==> config.mk <==
export PLATFORM = sky130hd
export DESIGN_NAME = mistral_mul54_seq_flat
export DESIGN_NICKNAME = d
export VERILOG_FILES = /design/src/rtl/mistral_mul54_seq_if.sv /design/src/rtl/mistral_mul54_seq.sv /design/src/flat_wrapper.sv
export SDC_FILE = /design/constraint.sdc
export NUM_CORES = 2
export LEC_CHECK = 0
export ABC_CLOCK_PERIOD_IN_PS = 10400
export CAP_MARGIN = 20
export CORE_MARGIN = 3
export CORE_UTILIZATION = 40
export DETAILED_ROUTE_END_ITERATION = 6
export PLACE_DENSITY = 0.57
export RECOVER_POWER = 100
export SLEW_MARGIN = 5
export SYNTH_ARGS = -nofsm -noshare
export SYNTH_HDL_FRONTEND = slang
export SYNTH_SLANG_ARGS = --single-unit
export TNS_END_PERCENT = 100
==> constraint.sdc <==
create_clock -name CLK -period 10.4 [get_ports CLK]
set_clock_uncertainty 0.05 [all_clocks]
set_input_delay 2.08 -clock CLK [delete_from_list [all_inputs] [get_ports CLK]]
set_output_delay 2.08 -clock CLK [all_outputs]
set_load 0.02 [all_outputs]
==> src/rtl/mistral_mul54_seq_if.sv <==
// Operand/product handshake bundle for the sequential 54x54 multiplier.
// The slave side is the multiplier; the master side supplies operands and consumes Y.
interface mistral_mul54_seq_if #(
   parameter int A_WIDTH = 54,
   parameter int B_WIDTH = 54
);
   logic                       IN_VALID;
   logic                       IN_READY;
   logic [A_WIDTH-1:0]         A;
   logic [B_WIDTH-1:0]         B;
   logic                       OUT_VALID;
   logic                       OUT_READY;
   logic [A_WIDTH+B_WIDTH-1:0] Y;

   modport slave  (input  IN_VALID, A, B, OUT_READY,
                   output IN_READY, OUT_VALID, Y);
   modport master (output IN_VALID, A, B, OUT_READY,
                   input  IN_READY, OUT_VALID, Y);
endinterface

==> src/rtl/mistral_mul54_seq.sv <==
// Unsigned up-to-54x54 multiplier built from four passes through one 27x27 multiplier,
// accumulating shifted partial products into a 108-bit accumulator.
module mistral_mul54_seq #(
   parameter int A_WIDTH = 54,
   parameter int B_WIDTH = 54
) (
   input  logic CLK,
   input  logic ACLR,
   mistral_mul54_seq_if.slave bus
);

   typedef enum logic [1:0] {INIT, IDLE, RUN, DONE} state_t;

   state_t        state_q, state_d;
   logic [2:0]    s_q;
   logic [53:0]   a_q, b_q;
   logic [26:0]   ma_q, mb_q, ma_d, mb_d;
   logic [53:0]   pp;
   logic [107:0]  pp_sh;
   logic [107:0]  acc_q;
   logic          accept;

   assign accept = (state_q == IDLE) && bus.IN_VALID;

   // INIT holds IN_READY low for the first edge after reset release.
   always_ff @(posedge CLK or negedge ACLR) begin
      if (!ACLR) state_q <= INIT;
      else       state_q <= state_d;
   end

   always_comb begin
      state_d = state_q;
      case (state_q)
         INIT:    state_d = IDLE;
         IDLE:    if (bus.IN_VALID)  state_d = RUN;
         RUN:     if (s_q == 3'd4)   state_d = DONE;
         DONE:    if (bus.OUT_READY) state_d = IDLE;
         default: state_d = INIT;
      endcase
   end

   // Operand slice pair for step S.
   always_comb begin
      ma_d = a_q[26:0];
      mb_d = b_q[26:0];
      case (s_q)
         3'd1: mb_d = b_q[53:27];
         3'd2: ma_d = a_q[53:27];
         3'd3: begin ma_d = a_q[53:27]; mb_d = b_q[53:27]; end
         default: ;
      endcase
   end

   assign pp = {27'b0, ma_q} * {27'b0, mb_q};

   // Shift of the product returned this cycle belongs to the pair loaded at S-1.
   always_comb begin
      case (s_q)
         3'd1:       pp_sh = {54'b0, pp};
         3'd2, 3'd3: pp_sh = {27'b0, pp, 27'b0};
         default:    pp_sh = {pp, 54'b0};
      endcase
   end

   always_ff @(posedge CLK or negedge ACLR) begin
      if (!ACLR) begin
         a_q   <= '0;
         b_q   <= '0;
         ma_q  <= '0;
         mb_q  <= '0;
         acc_q <= '0;
         s_q   <= '0;
      end else if (accept) begin
         a_q   <= 54'(bus.A);
         b_q   <= 54'(bus.B);
         acc_q <= '0;
         s_q   <= '0;
      end else if (state_q == RUN) begin
         if (s_q < 3'd4) begin
            ma_q <= ma_d;
            mb_q <= mb_d;
         end
         if (s_q != 3'd0) acc_q <= acc_q + pp_sh;
         s_q <= s_q + 3'd1;
      end
   end

   assign bus.IN_READY  = (state_q == IDLE);
   assign bus.OUT_VALID = (state_q == DONE);
   assign bus.Y         = acc_q[A_WIDTH+B_WIDTH-1:0];

endmodule

==> src/flat_wrapper.sv <==
// flat-port wrapper written by rule: the top's interface ports become plain ports
module mistral_mul54_seq_flat 
#(
   parameter int A_WIDTH = 54,
   parameter int B_WIDTH = 54
)
  (CLK, ACLR, bus_IN_VALID, bus_A, bus_B, bus_OUT_READY, bus_IN_READY, bus_OUT_VALID, bus_Y);
  mistral_mul54_seq_if #(.A_WIDTH(A_WIDTH), .B_WIDTH(B_WIDTH)) bus_i ();
  input  logic CLK;
  input  logic ACLR;
  input wire logic [$bits(bus_i.IN_VALID)-1:0] bus_IN_VALID;
  input wire logic [$bits(bus_i.A)-1:0] bus_A;
  input wire logic [$bits(bus_i.B)-1:0] bus_B;
  input wire logic [$bits(bus_i.OUT_READY)-1:0] bus_OUT_READY;
  output wire logic [$bits(bus_i.IN_READY)-1:0] bus_IN_READY;
  output wire logic [$bits(bus_i.OUT_VALID)-1:0] bus_OUT_VALID;
  output wire logic [$bits(bus_i.Y)-1:0] bus_Y;
  assign bus_i.IN_VALID = bus_IN_VALID;
  assign bus_i.A = bus_A;
  assign bus_i.B = bus_B;
  assign bus_i.OUT_READY = bus_OUT_READY;
  assign bus_IN_READY = bus_i.IN_READY;
  assign bus_OUT_VALID = bus_i.OUT_VALID;
  assign bus_Y = bus_i.Y;
  mistral_mul54_seq #(.A_WIDTH(A_WIDTH), .B_WIDTH(B_WIDTH)) u_core (.CLK(CLK), .ACLR(ACLR), .bus(bus_i));
endmodule
### After elaboration in Yosys (flattened, before gate mapping)

Index checks and enable logic that the tools add are counted.

* register bits: 275
* input port bits: 112

* add/subtract/negate cells: 2
* multipliers: 1
* $lt $le $gt $ge: 1
* equal/unequal tests: 10
* mux-type cells: 12
* bitwise logic cells: 1
* reductions and logical operators: 10

Operator list (number)
* two-way mux 108 bit: 3
* one-hot mux 108 bit (2 select lines): 1
* adder 108 bit: 1
* multiplier 27 x 27 -> 54 bit: 1
* two-way mux 27 bit: 2
* one-hot mux 2 bit (4 select lines): 1
* equality test 3 x 2 -> 1 bit, second input constant: 2
* two-way mux 2 bit: 3
* two-way mux 3 bit: 2
* AND reduction 3 bit: 2
* equality test 2 bit, second input constant: 2
* != test 2 bit, second input constant: 2
* nonzero test 2 bit: 2
* OR reduction 2 bit: 2
* adder 3 x 1 -> 3 bit, second input constant: 1
* equality test 3 x 1 -> 1 bit, second input constant: 1
* equality test 3 bit, second input constant: 1
* less-than comparator 3 bit, second input constant: 1
* nonzero test 3 bit: 1
* equality test 2 x 1 -> 1 bit, second input constant: 1
* zero test 2 bit: 1
* != test 2 x 1 -> 1 bit, second input constant: 1
* AND reduction 2 bit: 1
* logical AND 1 bit: 1
* inverter 1 bit: 1

### Depth between registers and ports, before layout

* depth after elaboration: 7
* gate-level depth with buffers: 45
* depth with buffers taken out: 42

### Least setup slack after synthesis

Ideal clock, no wire load.

* kind: register to register
* start point: register u_core.mb_q[3]
* end point: register u_core.acc_q[101] (netlist: u_core.bus.Y[101])
* library setup time: 0.126 ns
* data arrival time: 9.734 ns
* data required time: 10.224 ns
* setup slack: 0.490 ns
* cell stages (with the launch flop): 40
* path buffers: 3
* clock period less this slack: 9.910 ns
* cells stage by stage: dfrtp_1 clkbuf_1 clkbuf_1 nand2_1 fa_1 inv_1 fa_1 inv_1 fa_1 fa_1 fa_1 inv_1 fa_1 inv_1 fa_1 inv_1 ha_1 nand3_1 (+4 left out) o21ai_0 a21o_1 a21oi_1 xnor2_1 a22o_1 ha_1 clkbuf_1 nand4_1 or3_1 or4_1 a21oi_1 o31ai_1 nor3_1 o31ai_1 nand2_1 a31oi_1 a41o_1 a221o_1

* cells in the longest elaborated chain, start to end: 6

RTL lines
* start, declared: RTL line mistral_mul54_seq.sv:17 `logic [26:0] ma_q, mb_q, ma_d, mb_d;`
* start signal, assigned: RTL line mistral_mul54_seq.sv:81 `mb_q <= mb_d;`
* multiplier 27 x 27 -> 54 bit: RTL line mistral_mul54_seq.sv:54 `assign pp = {27'b0, ma_q} * {27'b0, mb_q};`
* one-hot mux 108 bit (2 select lines): RTL line mistral_mul54_seq.sv:58 `case (s_q)`
* adder 108 bit: RTL line mistral_mul54_seq.sv:83 `if (s_q != 3'd0) acc_q <= acc_q + pp_sh;`
* two-way mux 108 bit: RTL line mistral_mul54_seq.sv:83
* two-way mux 108 bit: RTL line mistral_mul54_seq.sv:78 `end else if (state_q == RUN) begin`
* two-way mux 108 bit: RTL line mistral_mul54_seq.sv:73 `end else if (accept) begin`
* end signal, assigned: RTL line mistral_mul54_seq.sv:83
* end, declared: RTL line mistral_mul54_seq.sv:20 `logic [107:0] acc_q;`

Every way passes these cells. The select of a mux whose other input is x is not followed.
A chain may end at the register's enable or synchronous reset.

### Worst setup path in the final report

* start point: register u_core.mb_q[6]
* end point: register u_core.acc_q[102] (netlist: u_core.bus.Y[102])

The elaborated chain is that of the path after synthesis.

==> flow_summary.json <==
{
  "max_stage_delay_ps": 570,
  "antenna_left": 0,
  "final-max-slew-violation-count": 580,
  "drcViolationCount": 0,
  "holdCritPathClass": "flop to flop",
  "drt_iter0_markers": 2739,
  "wirelength_um": 138000,
  "cp_max_fo": 11,
  "post_drt_via_cell_ratio": 5.20,
  "startpoint_type": "flop",
  "crit_path_end_kind": "flop",
  "core.rowCount": 118,
  "fin_crit_sh_pct": 97.6,
  "cts_root_buffer": "clkbuf_16",
  "start_util_pct": 40.4,
  "async_flop_share_pct": 100,
  "antenna_found_initial": 12,
  "cts_hold_buf": 0,
  "coreArea_um2": 104000,
  "register_area_um2": 6910,
  "synth_edf_count": 0,
  "cap_violations": 8,
  "via_count": 36200,
  "synthTopCellsByArea": "fa_1, dfrtp_1, nand2_1, ha_1, inv_1",
  "syn_nets": 6136,
  "yosys.area.top_type_share_pct": 29.8,
  "io_buffer_count": 221,
  "fmax_mhz": 98.5,
  "worstSetupPathType": "flop to flop",
  "synth_common_cells": "nand2_1, inv_1, fa_1, clkbuf_1, ha_1",
  "yosysMostFrequentCell": "nand2_1",
  "multi_input_area_um2": 31600,
  "synth_seq_cells": 275,
  "clock-sinks": 275,
  "nNetsFinal": 6605,
  "clkLatencyLatePin_ps": 570,
  "syn_to_final_growth_pct": 21.5,
  "synth_top_flop_cell": "dfrtp_1",
  "cts_tree": "yes",
  "violations": "max-capacitance violations, max-slew violations",
  "path_clk_slew_ps": 60,
  "critPathMostFrequentCell": "fa_1",
  "status": "complete, but fails checks",
  "fp.dieH_um": 330,
  "syn_area_um2": 41900,
  "clock_path_buffers": 3,
  "overflow": 0,
  "pre_cts_ws_ps": -426,
  "fillers": 10200,
  "yosysWarnings": 0,
  "io_pins": 222,
  "tightest_slew_ps": 5390,
  "grt_pass1_vias": 36800,
  "gp_congestion": 0.974,
  "syn_inst": 5090,
  "critPathRequiredTime_ps": 10790,
  "slew_headroom_pct": -259,
  "fin_ws_ps": 246,
  "postSynthAreaPerCell_um2": 8.24,
  "finalCriticalPeriod_ps": 10150,
  "setup_violations": 0,
  "synth_area_leader_cell": "fa_1",
  "htreeDepth": 2,
  "cp.arrival_ps": 10540,
  "cts_buffers": 36,
  "seq_area_frac_synth_pct": 16.4,
  "die-width_um": 330,
  "grt_pass1_wl_um": 215000,
  "drive_gt1_share_pct": 13.5,
  "grt_max_degree": 101,
  "gr-usage-all-layers_pct": 25.4,
  "hold_viol_final": 0,
  "dp_hpwl_um": 113000,
  "drt-pass1-iter-count": 6,
  "ys_types": 69,
  "critPathSlowestCell": "fa_1",
  "post_drt_wl_per_cell_um": 19.8,
  "fp.dieArea_um2": 109000
}
## layer usage
metal  share of wire (%)  global-route usage (%)  vias to the layer above
li1                    -                       -                    16800
met2                  48                    42.2                      891
met1                  43                    35.0                    18300
met3                 5.3                    2.98                      197
met4                 3.1                    7.03                        8
met5               0.035                       0                        -
## worst max-delay path, delay by kind of cell, from the launching register on
| kind | cells | cell delay, ps |
|---|---|---|
| flip-flops | 1 | 380 |
| AO/OA/AOI/OAI | 18 | 3200 |
| AND/OR/NAND/NOR | 4 | 1040 |
| adder cells (fa/ha/maj) | 9 | 3910 |
| XOR/XNOR | 2 | 290 |
| buffers and inverters | 8 | 1120 |
## placed cells by master, fill, tap and decap left out, types with 9 or more instances in the layout
master           count
o21ai_2              9
a21o_1             110
nand3_1             48
a21oi_2             15
nor2b_1             12
ha_4                14
xnor2_1             85
dfrtp_2             24
o22ai_1             33
a31oi_1             16
nor2_1             155
or3_1               10
inv_1              781
a21oi_1            253
and2_1             281
nor3_1              22
clkdlybuf4s50_1    109
xor2_1              53
dfrtp_1            251
clkbuf_1             9
ha_1               292
o21bai_1            36
o21ai_0            170
mux2i_1             57
dlygate4sd3_1      111
nand2_1           1113
nand4_1             61
o21ai_1             16
a211oi_1            16
buf_12              20
and3_1              11
buf_6               13
fa_2                14
nand2b_1            16
o21a_1              16
fa_1               611
clkbuf_16           37
o211ai_1            13
buf_4              491
## logic make-up (layout without fill, tap and decap cells)
| kind of cell | Yosys count | in the layout | share of synthesized area, % |
|---|---|---|---|
| AOI/OAI and AO/OA | 780 | 780 | 11.2 |
| adders and majority gates | 934 | 934 | 39.1 |
| buffers and inverters | 1110 | 1605 | 9.95 |
| DFF | 275 | 275 | 16.4 |
| xor gates and xnor gates | 146 | 146 | 3.07 |
| other | 0 | 1 | 0 |
| muxes | 57 | 57 | 1.36 |
| and+or+nand+nor | 1788 | 1788 | 18.9 |
## registers in the layout, indices dropped and copies added (netlist names)
signal	count
u_core.a_q	54
u_core.b_q	54
u_core.bus.Y	108
u_core.ma_q	27
u_core.mb_q	27
u_core.s_q	3
u_core.state_q	2
## cell type report
| class | count | share of cell area [%] |
|---|---|---|
| antenna | 1 | 0.00491 |
| clock buffer | 44 | 1.91 |
| clock inverter | 20 | 0.440 |
| inverter | 783 | 5.77 |
| multi-input combinational | 3705 | 62.1 |
| sequential | 275 | 13.6 |
| tap | 1380 | 3.39 |
| timing repair buffer | 758 | 12.8 |
## through the flow
stage / util (%) / hold WS [ps] / setup TNS (ps) / cells / instance area, um2
2_1_floorplan: - / 395 / 0 / 5090 / 41900
3_3_place_gp: 47.0 / 406 / -1700 / 6868 / 48700
3_5_place_dp: 47.0 / 411 / -4080 / 6868 / 48700
4_1_cts: 48.3 / 426 / 0 / 6940 / 50100
5_1_grt: 49.1 / 434 / -145 / 6965 / 50900
6_report: 49.1 / 421 / 0 / 6966 / 50900
## final timing paths
| kind | startpoint | cells past startpoint | slack, ps | end |
|---|---|---|---|---|
| worst max-delay path | u_core.mb_q[6] | 41 | 250 | u_core.bus.Y[102] |
| worst min-delay path | u_core.b_q[27] | 2 | 420 | u_core.b_q[27] |
| worst max register to register | u_core.mb_q[6] | 41 | 250 | u_core.bus.Y[102] |
| worst min register to register | u_core.b_q[27] | 2 | 420 | u_core.b_q[27] |
| max in group asynchronous | ACLR | 2 | 2680 | u_core.ma_q[20] |
| min in group asynchronous | ACLR | 1 | 3420 | u_core.a_q[30] |
## repair_timing
| action | 4_1_cts | 5_1_grt |
|---|---|---|
| pin swaps | 9 | 96 |
| setup buffers | 9 | 23 |
| resized for setup | 38 | 157 |
| cloned | 0 | 1 |
| setup endpoints to repair | 27 | 46 |
| endpoints found under the hold margin | 0 | 0 |
Power is not shown: default switching activity piles up to over one toggle a cycle in this logic, so the estimate is an artifact.
